[config.mk]
export PLATFORM = sky130hd
export DESIGN_NAME = store_buffer_unit
export DESIGN_NICKNAME = d
export VERILOG_FILES = /design/src/rtl/store_buffer_unit.sv
export SDC_FILE = /design/constraint.sdc
export NUM_CORES = 1
export LEC_CHECK = 0
export CAP_MARGIN = 25
export CORE_MARGIN = 8
export CORE_UTILIZATION = 55
export DETAILED_ROUTE_END_ITERATION = 8
export GPL_ROUTABILITY_DRIVEN = 0
export PLACE_DENSITY = 0.82
export SYNTH_ARGS = -nofsm -noshare
export SYNTH_HDL_FRONTEND = slang
export SYNTH_SLANG_ARGS = --single-unit
[constraint.sdc]
create_clock -name clk_in -period 3.44 [get_ports clk_in]
set_input_delay 0.516 -clock clk_in [delete_from_list [all_inputs] [get_ports clk_in]]
set_output_delay 0.516 -clock clk_in [all_outputs]
set_load 0.03 [all_outputs]
[src/rtl/store_buffer_unit.sv]
// Store unit with a DEPTH-entry write buffer: formats SB/SH/SW/SD data onto byte lanes and drains to memory over req/ack.
// Optional: define STORE_MISALIGN_EXC_EN to reject misaligned stores with a one-cycle misaligned_o pulse.

module store_lane_fmt #(
  parameter int XLEN = 32,
  parameter int LANE = 0,
  localparam int NB = XLEN / 8,
  localparam int LW = $clog2(NB)
) (
  input  logic [LW-1:0]   off,
  input  logic [1:0]      size,
  input  logic [XLEN-1:0] rs2,
  output logic [7:0]      data,
  output logic            en
);
  logic [LW-1:0] lane_idx, low_mask, byte_idx;

  // A lane is selected when its upper index bits match the (size-aligned) offset;
  // the low bits pick which byte of the right-justified source lands here.
  always_comb begin
    lane_idx = LW'(LANE);
    low_mask = ~({LW{1'b1}} << size);
    en       = (lane_idx & ~low_mask) == (off & ~low_mask);
    byte_idx = lane_idx & low_mask;
    data     = en ? rs2[{byte_idx, 3'b000} +: 8] : 8'h00;
  end
endmodule

module store_buffer_unit #(
  parameter int XLEN  = 32,
  parameter int DEPTH = 4,
  localparam int NB = XLEN / 8,
  localparam int LW = $clog2(NB),
  localparam int PW = $clog2(DEPTH),
  localparam int CW = PW + 1
) (
  input  logic            clk_in,
  input  logic            rst_in,
  input  logic [2:0]      fun_3_in,
  input  logic [31:0]     iadder_in,
  input  logic [XLEN-1:0] rs2_in,
  input  logic            mem_wr_req_in,
  output logic            st_ready_o,
  output logic [31:0]     dm_addr_o,
  output logic [XLEN-1:0] dm_data_o,
  output logic [NB-1:0]   dm_wr_mask_o,
  output logic            dm_wr_req_o,
  input  logic            dm_ack_in,
  output logic            sb_empty_o,
  output logic [CW-1:0]   sb_count_o,
  output logic            misaligned_o
);
  logic [LW-1:0]         off;
  logic [1:0]            size;
  logic [NB-1:0][7:0]    fmt_data;
  logic [NB-1:0]         fmt_mask;
  logic [31:0]           fmt_addr;
  logic                  push, pop;
  logic [PW-1:0]         wr_ptr, rd_ptr;
  logic [CW-1:0]         count;
  logic [31:0]           mem_addr [DEPTH];
  logic [XLEN-1:0]       mem_data [DEPTH];
  logic [NB-1:0]         mem_mask [DEPTH];
  logic                  unused_ok;

  assign unused_ok = fun_3_in[2];
  assign off       = iadder_in[LW-1:0];
  // On a 32-bit datapath the SD encoding collapses to SW.
  assign size      = (XLEN == 32 && fun_3_in[1:0] == 2'b11) ? 2'b10 : fun_3_in[1:0];
  assign fmt_addr  = {iadder_in[31:LW], {LW{1'b0}}};

  for (genvar g = 0; g < NB; g++) begin : g_lane
    store_lane_fmt #(.XLEN(XLEN), .LANE(g)) u_lane (
      .off  (off),
      .size (size),
      .rs2  (rs2_in),
      .data (fmt_data[g]),
      .en   (fmt_mask[g])
    );
  end

  assign st_ready_o = (count != CW'(DEPTH));
  assign pop        = dm_ack_in && (count != '0);

`ifdef STORE_MISALIGN_EXC_EN
  logic misal, misal_q;
  assign misal = |(off & ~({LW{1'b1}} << size));
  assign push  = mem_wr_req_in && st_ready_o && !misal;

  always_ff @(posedge clk_in or posedge rst_in) begin
    if (rst_in) misal_q <= 1'b0;
    else        misal_q <= mem_wr_req_in && st_ready_o && misal;
  end
  assign misaligned_o = misal_q;
`else
  assign push         = mem_wr_req_in && st_ready_o;
  assign misaligned_o = 1'b0;
`endif

  // Entry storage needs no reset: reads are masked whenever the buffer is empty.
  always_ff @(posedge clk_in) begin
    if (push) begin
      mem_addr[wr_ptr] <= fmt_addr;
      mem_data[wr_ptr] <= fmt_data;
      mem_mask[wr_ptr] <= fmt_mask;
    end
  end

  always_ff @(posedge clk_in or posedge rst_in) begin
    if (rst_in) begin
      wr_ptr <= '0;
      rd_ptr <= '0;
      count  <= '0;
    end else begin
      if (push) wr_ptr <= wr_ptr + 1'b1;
      if (pop)  rd_ptr <= rd_ptr + 1'b1;
      case ({push, pop})
        2'b10:   count <= count + 1'b1;
        2'b01:   count <= count - 1'b1;
        default: count <= count;
      endcase
    end
  end

  assign sb_count_o   = count;
  assign sb_empty_o   = (count == '0);
  assign dm_wr_req_o  = !sb_empty_o;
  assign dm_addr_o    = dm_wr_req_o ? mem_addr[rd_ptr] : '0;
  assign dm_data_o    = dm_wr_req_o ? mem_data[rd_ptr] : '0;
  assign dm_wr_mask_o = dm_wr_req_o ? mem_mask[rd_ptr] : '0;
endmodule

==> parameters.txt, run 1 <==
Parameter                              Value

Outcome
  Status    finished, final reports clean

Layout
  Most common cell after layout, fill and taps aside    edfxtp_1
  Net count reported at finish    784
  Commonest cells after routing, fill and taps aside    edfxtp_1, clkdlybuf4s50_1, and2_1
  Number of standard cells in the layout, taps in and fillers out    992
  Area added between synthesis and finish    24.4%
  Number of filler instances in the final layout    between 1000 and 1500
  Share of post-route cells with drive strength above 1    18.8%
  Count of antenna diodes in the layout    0
  Sequential cell area    8110 sq um
  Total area of multi-input combinational cells    between 2000 and 3000 sq um

Placement
  Total placed cells including tap cells    approximately 940
  Number of buffers inserted by port buffering    ~140
  Estimated wirelength of the detail-placed design    roughly 14 mm

Synthesis
  Synth Area per Inst    around 20 sq um
  Async SR Flop Fraction    ~2.6%
  Number of instances in the synthesized netlist    550
  Yosys synthesis warning count    0
  Sequential element share of the synthesized area    around three quarters
  Number of different library cells in the post-synthesis netlist    31
  Area of the mapped netlist    approximately 11000 sq um
  Number of enable flip-flop cells after synthesis    approximately 260
  Synth Register Bits    271
  Dominant synthesized flop cell    edfxtp_1

Global route
  Largest net degree at the start of global routing    46
  Number of global-route vias before repair    approximately 6200
  Remaining global-route overflow    0
  GRT Total Usage    18.3%
  Number of antenna violations at the first check in global routing    0
  Wire length of the first global-routing pass    34.5 mm

Die
  Die boundary height    157 microns
  Area inside the core boundary    19500 sq um
  Die X    between 150 and 200 microns
  Starting density of the core    56.3%
  Site Rows    between 50 and 60
  Total Die Area    24800 sq um
  Io pins    ~150

Detailed routing
  Detailed-route via count    approximately 5600
  DRC    0
  Detailed router's first-iteration violation count    431
  Detailed-router iteration count before antenna repair    5
  DRT antenna net count    0
  Routed vias/inst    about 5.6
  WL final    22.3 mm
  Routed len/inst    ~22 microns

Timing
  Endpoints failing hold    0
  Count of final max-slew check failures    0
  Worst hold slack    a little under 0.3 ns
  Total negative slack for setup checks    0 ns
  Worst slew margin relative to its limit    48.1%
  Peak Freq    about 320 MHz
  Final critical-path share of the clock period    approximately 92%
  Setup-violating endpoint count in the final report    0
  Transition time of the tightest slew-check pin    0.779 ns
  RSZ-0062 raised after global routing    no
  Largest clock skew in the final design    roughly 0.007 ns
  Time the worst path needs with I/O delays and setup    between 3 and 4 ns

Critical path
  Reg-to-reg startpoint    sb_count_o[0]
  Critical Path Slowest Stage Cell    dfrtp_4
  Critical path endpoint category    output port
  Number of cells traversed by the worst register-to-register path    9
  Cell-by-cell listing of the critical path    buf_4, mux4_2, and2_1, clkdlybuf4s50_1
  Endpoint of the lowest-slack register-to-register path    sb_count_o[2]
  Type of the worst setup path    reg2out
  Crit start category    register
  R2r setup slk    around 1.0 ns
  CP Data Required Time    2.92 ns
  Largest fanout of any net on the critical path    23
  Critical Path Max Stage Delay    ~0.68 ns
  Crit path arrival time    2.64 ns

CTS
  Clock tree from TritonCTS    built
  H-tree levels    1
  Insertion delay of the later-clocked pin in the worst-skew pair    0.51 ns
  CTS Hold Buffers Added    0
  Maximum root-to-sink buffer count    3
  CTS Root Buffer Type    clkbuf_16
  TritonCTS Buffers    27
  Number of clock sinks    between 200 and 300
  Clock-pin slew of the registers on the worst-case setup and hold paths    0.06 ns

Power and ir drop
  Lkg Pwr    ~4.6 nW
  Worst vdd ir    0.567 mV
  Ratio of total power to cell area    around 960 nW/um^2

Min path
  Worst min path class    in2async

Flow run
  Number of max-cap violations    0
-- cells by family (layout without fill, tap and decap cells) --
group / after synthesis / after routing / share of synthesized area, %
AO/OA/AOI/OAI: 20 / 20 / 1.00
XOR/XNOR: 6 / 6 / 0.478
adder cells (fa/ha/maj): 6 / 6 / 0.751
buffers and inverters: 43 / 218 / 2.27
flip-flops: 271 / 271 / 73.7
multiplexers: 92 / 92 / 16.0
other: 1 / 3 / 0.0341
AND/OR/NAND/NOR: 111 / 111 / 5.74
-- worst max-delay path, delay by kind of cell (launching register included) --
kind	cells	cell delay, ns
buffers and inverters	2	0.91
and+or+nand+nor	1	0.20
muxes	1	0.33
DFF	1	0.68
-- layout make-up --
cell class                 count  area share (%)
clock buffer                  33            5.11
clock inverter                16            1.27
inverter                      12           0.329
multi-input combinational    238            19.5
sequential                   271            59.3
tap                          265            2.42
timing repair buffer         157            12.0
-- report_power, final --
| group | internal [mW] | switching, mW | total [mW] |
|---|---|---|---|
| Combinational | 2.54 | 2.99 | 5.53 |
| Clock | 1.73 | 1.14 | 2.88 |
| Sequential | 4.40 | 0.252 | 4.65 |
-- cells in the mapped netlist, types with 2 or more instances --
cell	n	share of area (%)
a21oi_1	9	0.41
nor2_1	18	0.61
nand2_1	8	0.27
edfxtp_1	264	72
and2_1	76	4.3
buf_12	3	0.55
dfrtp_1	7	1.6
mux2i_1	17	1.5
inv_1	12	0.41
and3_1	4	0.23
buf_1	3	0.10
clkbuf_1	9	0.31
xor2_1	3	0.24
buf_4	5	0.34
xnor2_1	3	0.24
buf_2	9	0.41
ha_1	5	0.57
mux4_2	66	14
a21oi_2	2	0.16
o21ai_0	8	0.36
mux2_2	9	0.92
-- registers in the layout (all words and copies together) (netlist names) --
register / count
sb_count_o: 3
rd_ptr: 2
mem_addr: 120
mem_mask: 16
wr_ptr: 2
mem_data: 128
-- what timing repair did --
action / 4_1_cts / 5_1_grt
hold endpoints to repair: 0 / 0
pin swaps: 0 / 0
setup buffers: 0 / 2
setup endpoints to repair: 20 / 8
resized for setup: 1 / 1
-- worst max path at each step --
| stage | start | end | cells past startpoint |
|---|---|---|---|
| after global routing | rd_ptr[1] | dm_data_o[17] | 4 |
| after floorplan | sb_count_o[0] | mem_addr[0][0] | 2 |
| final | rd_ptr[1] | dm_data_o[20] | 4 |
| after global placement | sb_count_o[0] | dm_addr_o[11] | 4 |
| after detailed placement | sb_count_o[0] | dm_addr_o[21] | 4 |
| after CTS | rd_ptr[0] | dm_addr_o[30] | 4 |
-- routing by layer --
layer / part of all wire (%) / vias to the layer above / track usage [%]
li1: - / 2474 / -
met1: 41 / 2828 / 24.0
met2: 50 / 254 / 31.0
met3: 7.8 / 25 / 4.06
met4: 1.2 / 0 / 4.17
met5: 0 / - / 0
-- metrics by stage --
step                      power, mW  area (sq um)  utilization [%]  worst slack [ns]
final                          13.1         13700             70.0             0.283
after global routing           13.6         13700             70.0             0.170
after CTS                      13.2         13600             69.9            0.0694
after detailed placement       10.3         12800             65.4             0.483
after global placement         10.2         12800             65.4             0.517
after floorplan                8.18         11000                -             0.406
Power figures use the tool's default switching activity.
==> run 2: changes to the inputs <==
--- a/config.mk
+++ b/config.mk
@@ -13,4 +13,5 @@
 export PLACE_DENSITY = 0.82
 export SYNTH_ARGS = -nofsm -noshare
 export SYNTH_HDL_FRONTEND = slang
+export SYNTH_HIERARCHICAL = 1
 export SYNTH_SLANG_ARGS = --single-unit
==> parameters.txt, run 2 <==
Parameter                              Value

Global route
  Remaining global-route overflow    0 (unchanged)
  Wire length of the first global-routing pass    34.1 mm (-1.1%)
  Largest net degree at the start of global routing    62 (+35%)
  Number of global-route vias before repair    6033 (-1.9%)
  Number of antenna violations at the first check in global routing    0 (unchanged)
  GRT Total Usage    17.9% (-0.42 points)

Detailed routing
  Detailed-router iteration count before antenna repair    5 (unchanged)
  Routed vias/inst    5.68 (+1.0%)
  Detailed-route via count    5679 (+1.8%)
  WL final    22.1 mm (-0.67%)
  DRT antenna net count    0 (unchanged)
  Routed len/inst    22.1 microns (-1.4%)
  DRC    0 (unchanged)
  Detailed router's first-iteration violation count    389 (-9.7%)

CTS
  Number of clock sinks    271 (unchanged)
  CTS Root Buffer Type    clkbuf_16
  H-tree levels    1 (unchanged)
  Insertion delay of the later-clocked pin in the worst-skew pair    0.52 ns (about the same)
  Clock tree from TritonCTS    built
  CTS Hold Buffers Added    0 (unchanged)
  Maximum root-to-sink buffer count    3 (unchanged)
  Clock-pin slew of the registers on the worst-case setup and hold paths    0.06 ns (about the same)
  TritonCTS Buffers    27 (unchanged)

Power and ir drop
  Overall power consumption    12.7 mW (-2.5%)
  Worst vdd ir    0.642 mV (+13%)
  Ratio of total power to cell area    932 nW/um^2 (-2.4%)
  Lkg Pwr    4.56 nW (-0.45%)

Critical path
  Family of cells with the greatest summed delay on the critical path    buffers and inverters
  Largest fanout of any net on the critical path    61 (+170%)
  Crit path arrival time    2.74 ns (+0.10 ns)
  Cell-by-cell listing of the critical path    or3_2, buf_6, and2_1, clkdlybuf4s50_1
  Crit start category    register
  Critical Path Slowest Stage Cell    clkdlybuf4s50_1
  Type of the worst setup path    reg2out
  Reg-to-reg startpoint    sb_count_o[0]
  CP Data Required Time    2.92 ns (about the same)
  Worst setup path start    sb_count_o[0]
  Critical path endpoint category    output port
  Critical Path Max Stage Delay    0.64 ns (-0.04 ns)
  Buffering stage count on the worst path with inverters included    2 (unchanged)

Die
  Die X    159 microns (+0.73%)
  Site Rows    52 (+2.0%)
  Io pins    146 (unchanged)
  Starting density of the core    55.6% (-0.72 points)
  Die boundary height    159 microns (+0.73%)
  Total Die Area    25100 sq um (+1.5%)
  Area inside the core boundary    20100 sq um (+3.0%)

Synthesis
  Number of different library cells in the post-synthesis netlist    41 (+32%)
  Number of enable flip-flop cells after synthesis    264 (unchanged)
  Dominant synthesized flop cell    edfxtp_1
  Yosys top cell area share    71.0% (-1.2 points)
  Area of the mapped netlist    11200 sq um (+1.6%)
  Most numerous cell in the Yosys netlist    edfxtp_1
  Top cells by area, synth    edfxtp_1, mux4_2, and2_1
  Top cell types by occurrence after synthesis    edfxtp_1, and2_1, mux4_2, inv_1, nand2_1
  Synth Register Bits    271 (unchanged)
  Yosys synthesis warning count    6 (+6)
  Number of instances in the synthesized netlist    558 (+1.5%)
  Async SR Flop Fraction    2.58% (unchanged)
  Synth Area per Inst    20.0 sq um (+0.18%)
  Sequential element share of the synthesized area    72.5% (-1.2 points)
  Top cell type by total area after synthesis    edfxtp_1

Timing
  Total negative slack for setup checks    0 ns (unchanged)
  RSZ-0062 raised after global routing    no
  Time the worst path needs with I/O delays and setup    3.26 ns (+0.103 ns)
  Peak Freq    307 MHz (-3.2%)
  Setup-violating endpoint count in the final report    0 (unchanged)
  Worst slew margin relative to its limit    46.4% (-1.7 points)
  Endpoints failing hold    0 (unchanged)
  Final critical-path share of the clock period    94.8% (+3.0 points)
  Largest clock skew in the final design    0.00985 ns (+0.00275 ns)
  Transition time of the tightest slew-check pin    0.794 ns (+0.0156 ns)
  Count of final max-slew check failures    0 (unchanged)

Outcome
  Status    finished, final reports clean

Layout
  Count of antenna diodes in the layout    0 (unchanged)
  Largest reg by FF count    mem_data
  Flip-flop count of the largest register, all copies and words added    128 (unchanged)
  Share of post-route cells with drive strength above 1    19.9% (+1.0 points)
  Commonest cells after routing, fill and taps aside    edfxtp_1, clkdlybuf4s50_1, and2_1
  Area added between synthesis and finish    22.2%
  Number of filler instances in the final layout    1273 (+3.6%)
  Finished Cell Area    13700 sq um (-0.15%)
  Most common cell after layout, fill and taps aside    edfxtp_1
  Largest regs    mem_data x128, mem_addr x120, mem_mask x16
  Net count reported at finish    786 (+0.26%)
  Number of standard cells in the layout, taps in and fillers out    999 (+0.71%)

Placement
  Estimated wirelength of the detail-placed design    13.9 mm (-2.4%)
  Number of buffers inserted by port buffering    141 (unchanged)
  Total placed cells including tap cells    949 (+0.85%)
  Total placed instance area    12800 sq um (+0.53%)

Min path
  Worst min path class    in2async

Flow run
  Number of max-cap violations    0 (unchanged)
## run 2: worst paths after layout
kind | endpoint | slack (ns) | cells past startpoint
worst max-delay path | dm_data_o[29] | 0.18 | 4
worst min register to register | sb_count_o[2] | 0.51 | 1
worst max register to register | sb_count_o[2] | 0.81 | 9
worst min-delay path | wr_ptr[0] | 0.26 | 2
max in group asynchronous | rd_ptr[0] | 2.91 | 2
min in group clk_in | sb_count_o[2] | 0.51 | 1
## run 2: cell type report
class / count / area, sq um / share of cell area, %
timing repair buffer: 156 / 1600 / 11.7
multi-input combinational: 236 / 2750 / 20.1
tap: 270 / 338 / 2.47
sequential: 271 / 8110 / 59.4
clock inverter: 17 / 105 / 0.770
clock buffer: 32 / 694 / 5.09
inverter: 17 / 63.8 / 0.467
## run 2: timing repair
action | in CTS | in global routing
endpoints found under the setup margin | 0 | 32
buffers inserted | 0 | 1
resized for setup | 0 | 1
hold endpoints to repair | 0 | 0
## run 2: layer usage
metal	GRT usage (%)	wire [microns]
met5	0	0
met3	3.53	1530
met2	29.7	10700
met4	3.86	281
met1	24.4	9560
## run 2: power breakdown
group	total [mW]	leakage, nW	switching [mW]	internal (mW)
combinational	5.48	1.65	3.01	2.47
sequential	4.62	2.51	0.225	4.39
clock	2.63	0.391	1.13	1.51
## run 2: stage by stage
stage / hold WS (ns) / utilization (%) / worst slack (ns)
detailed placement: 0.496 / 63.8 / 0.563
floorplan: 0.319 / - / 0.406
global placement: 0.494 / 63.8 / 0.579
CTS: 0.249 / 67.8 / 0.00649
global route: 0.272 / 67.9 / 0.0857
finish: 0.262 / 67.9 / 0.180
## run 2: worst register-to-register path: stages, from the launching register on
cell	delay [ns]
dfrtp_1	0.44
or3_2	0.63
buf_6	0.27
and2_1	0.31
ha_1	0.22
inv_1	0.08
fa_1	0.20
xor2_1	0.16
nor2_1	0.06
xor2_1	0.14
## run 2: cells by family (layout without fill, tap and decap cells)
logic type | Yosys count | after routing | synth area share, %
other | 1 | 3 | 0.0336
and+or+nand+nor | 117 | 117 | 6.58
AOI/OAI and AO/OA | 28 | 28 | 2.43
xor gates and xnor gates | 6 | 6 | 0.471
DFF | 271 | 271 | 72.5
adders and majority gates | 6 | 6 | 0.739
buffers and inverters | 53 | 222 | 2.99
muxes | 76 | 76 | 14.2
==> run 3: changes to the inputs <==
==> constraint.sdc (replaced) <==
create_clock -name clk_in -period 3.44 [get_ports clk_in]
set_input_delay 0.688 -clock clk_in [delete_from_list [all_inputs] [get_ports clk_in]]
set_output_delay 0.688 -clock clk_in [all_outputs]
set_load 0.03 [all_outputs]
==> parameters.txt, run 3 (synthesis gave the netlist of run 2 again) <==
Parameter                              Value

Layout
  Largest reg by FF count    mem_data
  Share of post-route cells with drive strength above 1    20.2% (+0.27 points)
  Count of antenna diodes in the layout    0 (unchanged)
  Net count reported at finish    791 (+0.64%)
  Area added between synthesis and finish    22.4%
  Largest regs    mem_data x128, mem_addr x120, mem_mask x16
  Most common cell after layout, fill and taps aside    edfxtp_1
  Number of filler instances in the final layout    1291 (+1.4%)
  Finished Cell Area    13700 sq um (+0.17%)
  Flip-flop count of the largest register, all copies and words added    128 (unchanged)
  Commonest cells after routing, fill and taps aside    edfxtp_1, clkdlybuf4s50_1, and2_1
  Number of standard cells in the layout, taps in and fillers out    1004 (+0.50%)

Timing
  Count of final max-slew check failures    0 (unchanged)
  Peak Freq    303 MHz (-1.2%)
  Setup-violating endpoint count in the final report    0 (unchanged)
  Endpoints failing hold    0 (unchanged)
  RSZ-0062 raised after global routing    no
  Total negative slack for setup checks    0 ns (unchanged)
  Worst slew margin relative to its limit    44.9% (-1.5 points)
  Largest clock skew in the final design    0.00849 ns (-0.00136 ns)
  Min setup slack post-route    0.141 ns (-0.0391 ns)
  Time the worst path needs with I/O delays and setup    3.30 ns (+0.0391 ns)
  Transition time of the tightest slew-check pin    0.816 ns (+0.0221 ns)
  Final critical-path share of the clock period    95.9% (+1.1 points)

Min path
  Worst min path class    in2async

Critical path
  Cell-by-cell listing of the critical path    buf_12, mux4_2, and2_1, clkdlybuf4s50_1
  Crit start category    register
  Critical path endpoint category    output port
  Largest fanout of any net on the critical path    19 (-69%)
  Critical Path Slowest Stage Cell    clkdlybuf4s50_1
  Crit path arrival time    2.61 ns (-0.13 ns)
  Critical Path Max Stage Delay    0.63 ns (about the same)
  CP Data Required Time    2.75 ns (-0.17 ns)
  Type of the worst setup path    reg2out

Die
  Total Die Area    25100 sq um (unchanged)
  Io pins    146 (unchanged)
  Die X    159 microns (unchanged)
  Area inside the core boundary    20100 sq um (unchanged)
  Die boundary height    159 microns (unchanged)
  Starting density of the core    55.6% (unchanged)
  Site Rows    52 (unchanged)

Global route
  Wire length of the first global-routing pass    33.8 mm (-1.1%)
  Number of antenna violations at the first check in global routing    0 (unchanged)
  Remaining global-route overflow    0 (unchanged)
  Number of global-route vias before repair    6033 (unchanged)
  Largest net degree at the start of global routing    67 (+8.1%)
  GRT Total Usage    17.8% (-0.14 points)

CTS
  H-tree levels    1 (unchanged)
  Clock tree from TritonCTS    built
  Insertion delay of the later-clocked pin in the worst-skew pair    0.52 ns (about the same)
  Number of clock sinks    271 (unchanged)
  TritonCTS Buffers    27 (unchanged)
  Clock-pin slew of the registers on the worst-case setup and hold paths    0.06 ns (about the same)
  CTS Root Buffer Type    clkbuf_16
  Resized cells post-CTS    0 (unchanged)
  Maximum root-to-sink buffer count    3 (unchanged)

Placement
  Estimated wirelength of the detail-placed design    14.2 mm (+2.3%)
  Total placed cells including tap cells    952 (+0.32%)
  Total placed instance area    12900 sq um (+0.27%)
  Minimum setup slack after placement    0.390 ns (-0.173 ns)
  Number of buffers inserted by port buffering    141 (unchanged)

Detailed routing
  WL final    21.9 mm (-0.91%)
  Detailed-route via count    5650 (-0.51%)
  Routed len/inst    21.8 microns (-1.4%)
  DRT antenna net count    0 (unchanged)
  Detailed router's first-iteration violation count    306 (-21%)
  Detailed-router iteration count before antenna repair    4 (-1)
  DRC    0 (unchanged)
  Routed vias/inst    5.63 (-1.0%)

Flow run
  Number of max-cap violations    0 (unchanged)

Power and ir drop
  Lkg Pwr    4.57 nW (+0.17%)
  Ratio of total power to cell area    927 nW/um^2 (-0.60%)
  Worst vdd ir    0.697 mV (+8.4%)

Outcome
  Status    finished, final reports clean
run 3: changes by cell type in the layout (fill, tap and decap cells not counted), sizes merged:
cell	previous run	this run
buf	15	20
bufinv	1	0
clkbuf	32	35
clkinv	15	11
clkinvlp	1	2
inv	17	18
run 3: stage by stage:
step	utilization (%)	hold WS (ns)	power, mW
after floorplan	-	0.491	8.18
after global placement	64.0	0.490	10.1
after detailed placement	64.0	0.498	10.2
after CTS	68.0	0.429	12.9
after global routing	68.0	0.458	13.3
final	68.0	0.444	12.7
run 3: area by class of cell:
class / instances / area [sq um] / share of cell area [%]
tap: 270 / 338 / 2.47
multi-input combinational: 236 / 2750 / 20.1
inverter: 17 / 63.8 / 0.467
sequential: 271 / 8110 / 59.3
timing repair buffer: 161 / 1640 / 12.0
clock inverter: 14 / 71.3 / 0.521
clock buffer: 35 / 706 / 5.16
run 3: final timing paths:
| check | slack (ns) | to | from | cells past startpoint |
|---|---|---|---|---|
| worst max-delay path | 0.14 | dm_data_o[30] | rd_ptr[0] | 4 |
| worst min-delay path | 0.44 | sb_count_o[2] | rst_in | 2 |
| worst max register to register | 1.06 | sb_count_o[1] | sb_count_o[0] | 7 |
| worst min register to register | 0.51 | sb_count_o[2] | sb_count_o[2] | 1 |
| max in group asynchronous | 2.75 | rd_ptr[0] | rst_in | 2 |
| min in group clk_in | 0.51 | sb_count_o[2] | sb_count_o[2] | 1 |
run 3: what timing repair did:
item	CTS	global route
setup buffers	3	0
setup endpoints to repair	49	0
hold buffers	0	0
run 3: worst max-delay path, delay by kind of cell, from the launching register on:
family	cells	cell delay [ns]
flops	1	0.52
buf+inv	2	0.86
simple gates	1	0.18
mux	1	0.52
run 3: metal layers:
metal  GRT usage [%]  share of wire (%)
met1            24.2                 43
met4            4.22                1.7
met5               0                  0
met2            29.3                 48
met3            3.56                7.4
run 3: report_power, final:
group	total (mW)	internal, mW	switching [mW]
Combinational	5.52	2.50	3.02
Sequential	4.58	4.39	0.186
Clock	2.58	1.44	1.14
